**config.mk**
```make
export PLATFORM = sky130hd
export DESIGN_NAME = uart_byte_rx
export DESIGN_NICKNAME = d
export VERILOG_FILES = /design/src/rtl/uart_byte_rx.sv
export SDC_FILE = /design/constraint.sdc
export NUM_CORES = 1
export LEC_CHECK = 0
export ABC_AREA = 1
export BUFFER_PORTS_ARGS = -buffer_cell sky130_fd_sc_hd__buf_2
export CELL_PAD_IN_SITES_DETAIL_PLACEMENT = 0
export CELL_PAD_IN_SITES_GLOBAL_PLACEMENT = 1
export CORE_MARGIN = 8
export CORE_UTILIZATION = 49
export DETAILED_ROUTE_END_ITERATION = 16
export GPL_TIMING_DRIVEN = 0
export PLACE_DENSITY = 0.94
export SYNTH_ARGS = -nofsm -noshare
export SYNTH_HDL_FRONTEND = slang
export SYNTH_SLANG_ARGS = --single-unit
```
**constraint.sdc**
```tcl
create_clock -name clk -period 3.35 [get_ports clk]
set_clock_uncertainty 0.2 [all_clocks]
set_input_delay 0.335 -clock clk [delete_from_list [all_inputs] [get_ports clk]]
set_output_delay 0.335 -clock clk [all_outputs]
set_load 0.02 [all_outputs]
```
**src/rtl/uart_byte_rx.sv**
```systemverilog
// -----------------------------------------------------------------------------
// uart_byte_rx
// Asynchronous serial receiver. Deserialises 8N1 frames (8E1 when the
// PARITY_EN macro is defined) into bytes for the display-control decoder.
//
// Parameters:
//   CLK_FREQ   system clock frequency in Hz
//   BAUD_RATE  line rate in bit/s (CLK_FREQ/BAUD_RATE must be >= 16)
//
// Ports:
//   clk            system clock, rising edge
//   rst_n          asynchronous active-low reset
//   uart_rx        serial line, idle high, asynchronous to clk
//   rx_data_valid  one-clock strobe, rx_data_out holds a new good byte
//   rx_data_out    last good byte, held between frames
//   rx_frame_err   one-clock strobe, bad stop bit (or bad parity)
//   rx_busy        high while a frame is in progress
//
// Build option:
//   PARITY_EN  defined -> even parity bit checked after the data bits
// -----------------------------------------------------------------------------
module uart_byte_rx #(
    parameter int CLK_FREQ  = 12_000_000,
    parameter int BAUD_RATE = 9600
) (
    input  logic       clk,
    input  logic       rst_n,
    input  logic       uart_rx,
    output logic       rx_data_valid,
    output logic [7:0] rx_data_out,
    output logic       rx_frame_err,
    output logic       rx_busy
);

    localparam int BPS_CNT = CLK_FREQ / BAUD_RATE;
    localparam int CNT_W   = $clog2(BPS_CNT);
    // START samples half a bit after the detected edge; every later state
    // samples one full bit after the previous sample, so all land mid-bit.
    localparam logic [CNT_W-1:0] MID_CNT = CNT_W'(BPS_CNT / 2 - 1);
    localparam logic [CNT_W-1:0] END_CNT = CNT_W'(BPS_CNT - 1);

`ifdef PARITY_EN
    typedef enum logic [2:0] {
        IDLE   = 3'd0,
        START  = 3'd1,
        DATA   = 3'd2,
        PARITY = 3'd3,
        STOP   = 3'd4,
        DONE   = 3'd5
    } state_t;
`else
    typedef enum logic [2:0] {
        IDLE   = 3'd0,
        START  = 3'd1,
        DATA   = 3'd2,
        STOP   = 3'd4,
        DONE   = 3'd5
    } state_t;
`endif

    // Even parity: XOR of data and parity bit must be zero.
    function automatic logic even_parity_ok(input logic [7:0] data, input logic par);
        return ((^data) ^ par) == 1'b0;
    endfunction

    logic             rx_sync1_r;
    logic             rx_sync2_r;
    logic             rx_sync3_r;
    logic             rx_line_s;
    logic             fall_s;
    state_t           state_r;
    state_t           state_next_s;
    logic [CNT_W-1:0] cnt_r;
    logic [CNT_W-1:0] cnt_next_s;
    logic [2:0]       bit_idx_r;
    logic [2:0]       bit_idx_next_s;
    logic [7:0]       shift_r;
    logic [7:0]       shift_next_s;
    logic [7:0]       data_out_next_s;
    logic             valid_next_s;
    logic             err_next_s;
    logic             parity_ok_s;
    logic             mid_hit_s;
    logic             bit_hit_s;
`ifdef PARITY_EN
    logic             par_r;
    logic             par_next_s;
`endif

    assign rx_line_s = rx_sync2_r;
    assign fall_s    = rx_sync3_r & ~rx_sync2_r;
    assign mid_hit_s = (cnt_r == MID_CNT);
    assign bit_hit_s = (cnt_r == END_CNT);

`ifdef PARITY_EN
    assign parity_ok_s = even_parity_ok(shift_r, par_r);
`else
    assign parity_ok_s = 1'b1;
`endif

    // Two-flop synchroniser plus one delay flop for falling-edge detection.
    always_ff @(posedge clk or negedge rst_n) begin
        if (!rst_n) begin
            rx_sync1_r <= 1'b1;
            rx_sync2_r <= 1'b1;
            rx_sync3_r <= 1'b1;
        end else begin
            rx_sync1_r <= uart_rx;
            rx_sync2_r <= rx_sync1_r;
            rx_sync3_r <= rx_sync2_r;
        end
    end

    // FSM state register.
    always_ff @(posedge clk or negedge rst_n) begin
        if (!rst_n) begin
            state_r <= IDLE;
        end else begin
            state_r <= state_next_s;
        end
    end

    // Next-state, datapath and strobe decode.
    always_comb begin
        state_next_s    = state_r;
        bit_idx_next_s  = bit_idx_r;
        shift_next_s    = shift_r;
        data_out_next_s = rx_data_out;
        valid_next_s    = 1'b0;
        err_next_s      = 1'b0;
`ifdef PARITY_EN
        par_next_s      = par_r;
`endif
        case (state_r)
            IDLE: begin
                if (fall_s) begin
                    state_next_s = START;
                end else begin
                    state_next_s = IDLE;
                end
            end
            START: begin
                if (mid_hit_s) begin
                    bit_idx_next_s = 3'd0;
                    if (!rx_line_s) begin
                        state_next_s = DATA;
                    end else begin
                        // Line back high at mid-start: glitch, not a frame.
                        state_next_s = IDLE;
                    end
                end else begin
                    state_next_s = START;
                end
            end
            DATA: begin
                if (bit_hit_s) begin
                    shift_next_s = {rx_line_s, shift_r[7:1]};
                    if (bit_idx_r == 3'd7) begin
                        bit_idx_next_s = 3'd0;
`ifdef PARITY_EN
                        state_next_s   = PARITY;
`else
                        state_next_s   = STOP;
`endif
                    end else begin
                        bit_idx_next_s = bit_idx_r + 3'd1;
                    end
                end else begin
                    state_next_s = DATA;
                end
            end
`ifdef PARITY_EN
            PARITY: begin
                if (bit_hit_s) begin
                    par_next_s   = rx_line_s;
                    state_next_s = STOP;
                end else begin
                    state_next_s = PARITY;
                end
            end
`endif
            STOP: begin
                if (bit_hit_s) begin
                    if (rx_line_s && parity_ok_s) begin
                        // Byte lands one clock ahead of the valid strobe.
                        data_out_next_s = shift_r;
                        state_next_s    = DONE;
                    end else begin
                        err_next_s   = 1'b1;
                        state_next_s = IDLE;
                    end
                end else begin
                    state_next_s = STOP;
                end
            end
            DONE: begin
                valid_next_s = 1'b1;
                state_next_s = IDLE;
            end
            default: begin
                state_next_s = IDLE;
            end
        endcase

        // Counter restarts on every state change and at each full bit.
        if ((state_next_s != state_r) || (state_r == IDLE) || bit_hit_s) begin
            cnt_next_s = {CNT_W{1'b0}};
        end else begin
            cnt_next_s = cnt_r + CNT_W'(1);
        end
    end

    // Datapath registers and registered outputs.
    always_ff @(posedge clk or negedge rst_n) begin
        if (!rst_n) begin
            cnt_r         <= {CNT_W{1'b0}};
            bit_idx_r     <= 3'd0;
            shift_r       <= 8'h00;
            rx_data_out   <= 8'h00;
            rx_data_valid <= 1'b0;
            rx_frame_err  <= 1'b0;
            rx_busy       <= 1'b0;
`ifdef PARITY_EN
            par_r         <= 1'b0;
`endif
        end else begin
            cnt_r         <= cnt_next_s;
            bit_idx_r     <= bit_idx_next_s;
            shift_r       <= shift_next_s;
            rx_data_out   <= data_out_next_s;
            rx_data_valid <= valid_next_s;
            rx_frame_err  <= err_next_s;
            rx_busy       <= (state_next_s != IDLE);
`ifdef PARITY_EN
            par_r         <= par_next_s;
`endif
        end
    end

endmodule

```
## Word-level counts from Yosys, hierarchy flattened

Cells that the tools add are included.

- Output and inout bits: 11
- Bits in registers: 39
- Bits of input ports: 3
- Logic and storage cells: 50

- Bitwise operators: 2
- Reduce and logical (&&, ||, !) cells: 8
- Equal/unequal tests: 10
- Mux-type cells: 17
- $add $sub $neg: 2

Operators by type and width:

| kind | number |
|---|---|
| $mux W3 | 8 |
| $pmux W3 S4 | 1 |
| $add A11 B1 Y11 const B | 1 |
| $eq A11 B10 Y1 const B | 1 |
| $eq A11 B11 Y1 const B | 1 |
| $mux W11 | 1 |
| $eq A3 B3 Y1 const B | 3 |
| $pmux W3 S2 | 1 |
| $reduce_and A3 Y1 | 2 |
| $mux W1 | 5 |
| $ne A2 B2 Y1 const B | 2 |
| $add A3 B1 Y3 const B | 1 |
| $eq A3 B1 Y1 const B | 1 |
| $eq A3 B2 Y1 const B | 1 |
| $logic_not A3 Y1 | 1 |
| $ne A3 B3 Y1 | 1 |
| $reduce_bool A3 Y1 | 1 |
| $logic_or A1 B1 Y1 | 2 |
| $mux W2 | 1 |
| $reduce_and A2 Y1 | 1 |
| $reduce_bool A2 Y1 | 1 |
| $and A1 B1 Y1 | 1 |
| $not A1 Y1 | 1 |

## Depth between registers and ports, before layout

- Depth after elaboration: 8
- Gate-level depth with buffers: 12
- Mapped depth without buffers: 11

## Least setup slack after synthesis

No wires, ideal clock.

- Path kind: register -> register
- From: reg cnt_r[1]
- To: reg cnt_r[5]
- Period minus slack after synthesis: 1.812 ns
- Stages on the path, launching flop included: 11
- Library setup time: 0.122 ns
- Path buffers: 1
- Data arrival time: 1.490 ns
- Data required time: 3.028 ns
- Path slack: 1.538 ns
- Path through: dfrtp_1 -> inv_1 -> ha_1 -> nand3_1 -> nor2_8 -> nand2_4 -> o21ai_2 -> o21ai_1 -> nand3_2 -> buf_6 -> nor2_2

- Word-level cells in the longest chain between the ends: 7
- Elaborated cells on any way between the ends: 11
- Those cells by class: add/sub (1); eq/ne (3); mux (5); reduce/logical (2)

Ends and longest elaborated chain:

| what | line | RTL |
|---|---|---|
| start: declaration | 73 | `logic [CNT_W-1:0] cnt_r;` |
| start signal: assignment | 216 | `cnt_r <= {CNT_W{1'b0}};` |
| start signal: assignment | 227 | `cnt_r <= cnt_next_s;` |
| $eq A11 B11 Y1 / $eq A11 B10 Y1 (equally long branches) | 93, 92 |  |
| $mux W3 (on tied branches) | 183, 143, 156 |  |
| $pmux W3 S4 | 134 | `case (state_r)` |
| $ne A3 B3 Y1 | 206 | `if ((state_next_s != state_r) \|\| (state_r == IDLE) \|\| bit_hit_s) begin` |
| $logic_or A1 B1 Y1 (2 in a row) | 206 |  |
| $mux W11 * | 206 |  |
| named net cnt_next_s[5] | 74 | `logic [CNT_W-1:0] cnt_next_s;` |

The timed path passes the listed nets; every way through them passes the cells marked *.
A chain may end at the register's enable or synchronous reset.

## Final worst setup path

Ends and elaborated chain as after synthesis.

==> flow_summary_export.csv <==
group,metric,value,unit
drt,drtAntennaViolNets,0,
finish,diodes,0,
drt,vias,1281,
placed_design,gp_congestion,0.754,
critical_path,crit_fanout,10,
timing,hold_viol,0,
global_routing,grt_max_degree,40,
power,p_sw_share,28.5,%
power,total_leakage_power,0.992,nW
outcome,status,"complete, no violations",
timing,fin_tns_setup,0,ns
die,fp.dieW,77.2,um
synth,yosys-top-cells-count,"41 x nand2_1, 36 x dfrtp_1, 29 x inv_1, 20 x o21ai_0",
power,comb_power_share,14.7,%
critical_path,path_class,"register to register",
drt,drt_first_pass_iters,4,
global_routing,grt_overflow_total,0,
synth,async_flop_share,100,%
power,seqPwrFrac,53.3,%
timing,fin_crit,1.99,ns
synth,synth.area.top_cells,"dfrtp_1 49%, nand2_1 8.4%, inv_1 5.9%, o21ai_0 5.5%, dfstp_2 4.3%",
synth,ys_seq_area_share,53.4,%
critical_path,cp.arrival,1.97,ns
drt,drt-total-wl,3.08,mm
global_routing,antenna_found_initial,0,
clock_tree,post-cts-setup-buffers,0,
clock_tree,clock_path_buffers,2,
finish,fin_nets,228,
power,p_int,0.699,mW
drt,wire_per_inst,11.5,um
die,rows,22,
clock_tree,cts_buffers,5,
power,ir_worst_vdd,293,uV
timing,drv_slew,0,
clock_tree,root_buffer,"clkbuf_8",
timing,worst_slew_pin_slew,0.813,ns
clock_tree,cts_tree,"built",
drt,drtIter0Drc,53,
critical_path,critPathCaptureType,"register",
clock_tree,h-tree-depth,2,
clock_tree,clk_pin_slew_worst_paths,0.07,ns
finish,fin_area,0.00206,mm^2
power,clkPwrFrac,32.0,%
placed_design,place_area,0.00196,mm^2
timing,hold_slack,0.160,ns
synth,synth_cells,198,
die,coreArea,0.00363,mm^2
timing,relSlewSlack,45.8,%
power,pwr_density_cell,474,mW/mm^2
clock_tree,cts_resized,0,
die,die_h,77.2,um
critical_path,start_kind,"register",
power,power,0.977,mW
synth,synth_ff_type,"dfrtp_1",
timing,fmax,0.503,GHz
placed_design,io_buffers,13,
synth,synth_area_per_cell,9.26,um^2
synth,synth-edff-count,0,
power,switchingPower,0.278,mW
placed_design,post-dp-hpwl,2.13,mm
timing,setup_viol_count_final,0,
synth,synth-seq-cells,39,
flow_run,cap_violations,0,
die,io_pins,14,
global_routing,grt_pass1_wl,5.60,mm
clock_tree,hold_buffers,2,
synth,ys_types,33,
critical_path,required,3.33,ns
synth,ys_warn_count,0,
finish,drive_above_1_share,22.2,%
finish,area_delta_synth_final,12.6,%
synth,synth_area,0.00183,mm^2
timing,rsz0062_at_grt,"no",
synth,synth_area_leader_cell,"dfrtp_1",
die,initial_core_util,50.4,%
drt,drt-vias-per-instance,4.76,
drt,drc,0,
synth,synth.most_common_cell,"nand2_1",
synth,synth_top_area_share,49.1,%
synth,synth.net_count,206,
die,die-area,0.00595,mm^2
min_path,hold_class,"register to register",
clock_tree,clock_sinks,39,
finish,n_fill_cell,370,
clock_tree,clock_latency,0.30,ns
global_routing,grt.total_usage,11.8,%
timing,fin_crit_sh,59.4,%
global_routing,grt_pass1_vias,1228,
flip-flops by register name (all words and copies together), names as in the netlist:
name and flops:
rx_sync3_r 1, state_r 3, cnt_r 11, rx_sync1_r 1, rx_busy 1, rx_data_valid 1
shift_r 8, rx_data_out 8, bit_idx_r 3, rx_line_s 1, rx_frame_err 1
critical path, stage by stage, from the launching register on:
cell	delay, ns
dfrtp_1	0.39
inv_1	0.10
ha_1	0.15
nand3_1	0.18
nor2_8	0.21
nand3_4	0.14
nand2_1	0.12
o21ai_1	0.08
nand3_2	0.09
buf_6	0.17
nor2_2	0.04
logic make-up after synthesis:
group                    after synthesis  share of synthesized area (%)
AND/OR/NAND/NOR                       83                           23.3
flip-flops                            39                           53.4
buffers and inverters                 35                           7.78
AO/OA/AOI/OAI                         30                           9.08
XOR/XNOR                               5                           2.39
adder cells (fa/ha/maj)                5                           3.41
multiplexers                           1                          0.546
power groups by stage:
stage / registers, mW / logic, mW / clock network (mW)
CTS: 0.520 / 0.147 / 0.320
global route: 0.526 / 0.165 / 0.342
global placement: 0.529 / 0.145 / 0
detailed placement: 0.530 / 0.144 / 0
finish: 0.521 / 0.144 / 0.313
floorplan: 0.528 / 0.108 / 0
layout by cell type (no fill, tap or decap), types with 2 or more instances in the layout:
cell type and count:
inv_2 3, buf_2 13, a21oi_1 2, xor2_1 3, xnor2_1 2, nand3_1 4, nand2_2 2, clkbuf_8 5
o21bai_1 2, nor2_2 11, nand3_2 2, clkbuf_1 2, o21ai_0 20, dlygate4sd3_1 2, nand2_1 41, dfrtp_1 36
dfstp_2 3, o21ai_1 2, inv_1 29, nor3_1 3, nand4_1 3, nor2_1 11, ha_1 5
layout make-up:
cell class,instances,area (um^2),area share [%]
buffer,3,22.5,1.09
clock buffer,6,72.6,3.52
clock inverter,2,12.5,0.606
inverter,32,120,5.82
multi-input combinational,124,711,34.4
sequential,39,980,47.5
tap,48,60.1,2.91
timing repair buffer,15,85.1,4.12
metrics by stage:
stage          utilization (%)  std cells  worst slack [ns]
2_1_floorplan                -        198              1.54
3_3_place_gp              53.9        259              1.38
3_5_place_dp              53.9        259              1.38
4_1_cts                   56.8        269              1.35
5_1_grt                   56.8        269              1.19
6_report                  56.8        269              1.36
final timing paths:
path	slack [ns]	from	to	cells past startpoint
setup / recovery	1.36	cnt_r[1]	cnt_r[5]	10
hold / removal	0.16	rx_sync1_r	rx_line_s	0
setup reg to reg	1.36	cnt_r[1]	cnt_r[5]	10
hold reg to reg	0.16	rx_sync1_r	rx_line_s	0
max in group asynchronous	1.97	rst_n	cnt_r[0]	2
min in group asynchronous	0.46	rst_n	cnt_r[6]	2
routing by layer:
layer	routed length, um	track usage (%)	up-vias	part of all wire [%]
met2	1380	17.5	13	45
met1	1540	14.1	600	50
li1	-	-	662	-
met4	67	6.23	0	2.2
met3	97	4.78	6	3.1
met5	0	0	-	0
(Power assumes the default switching activity.)
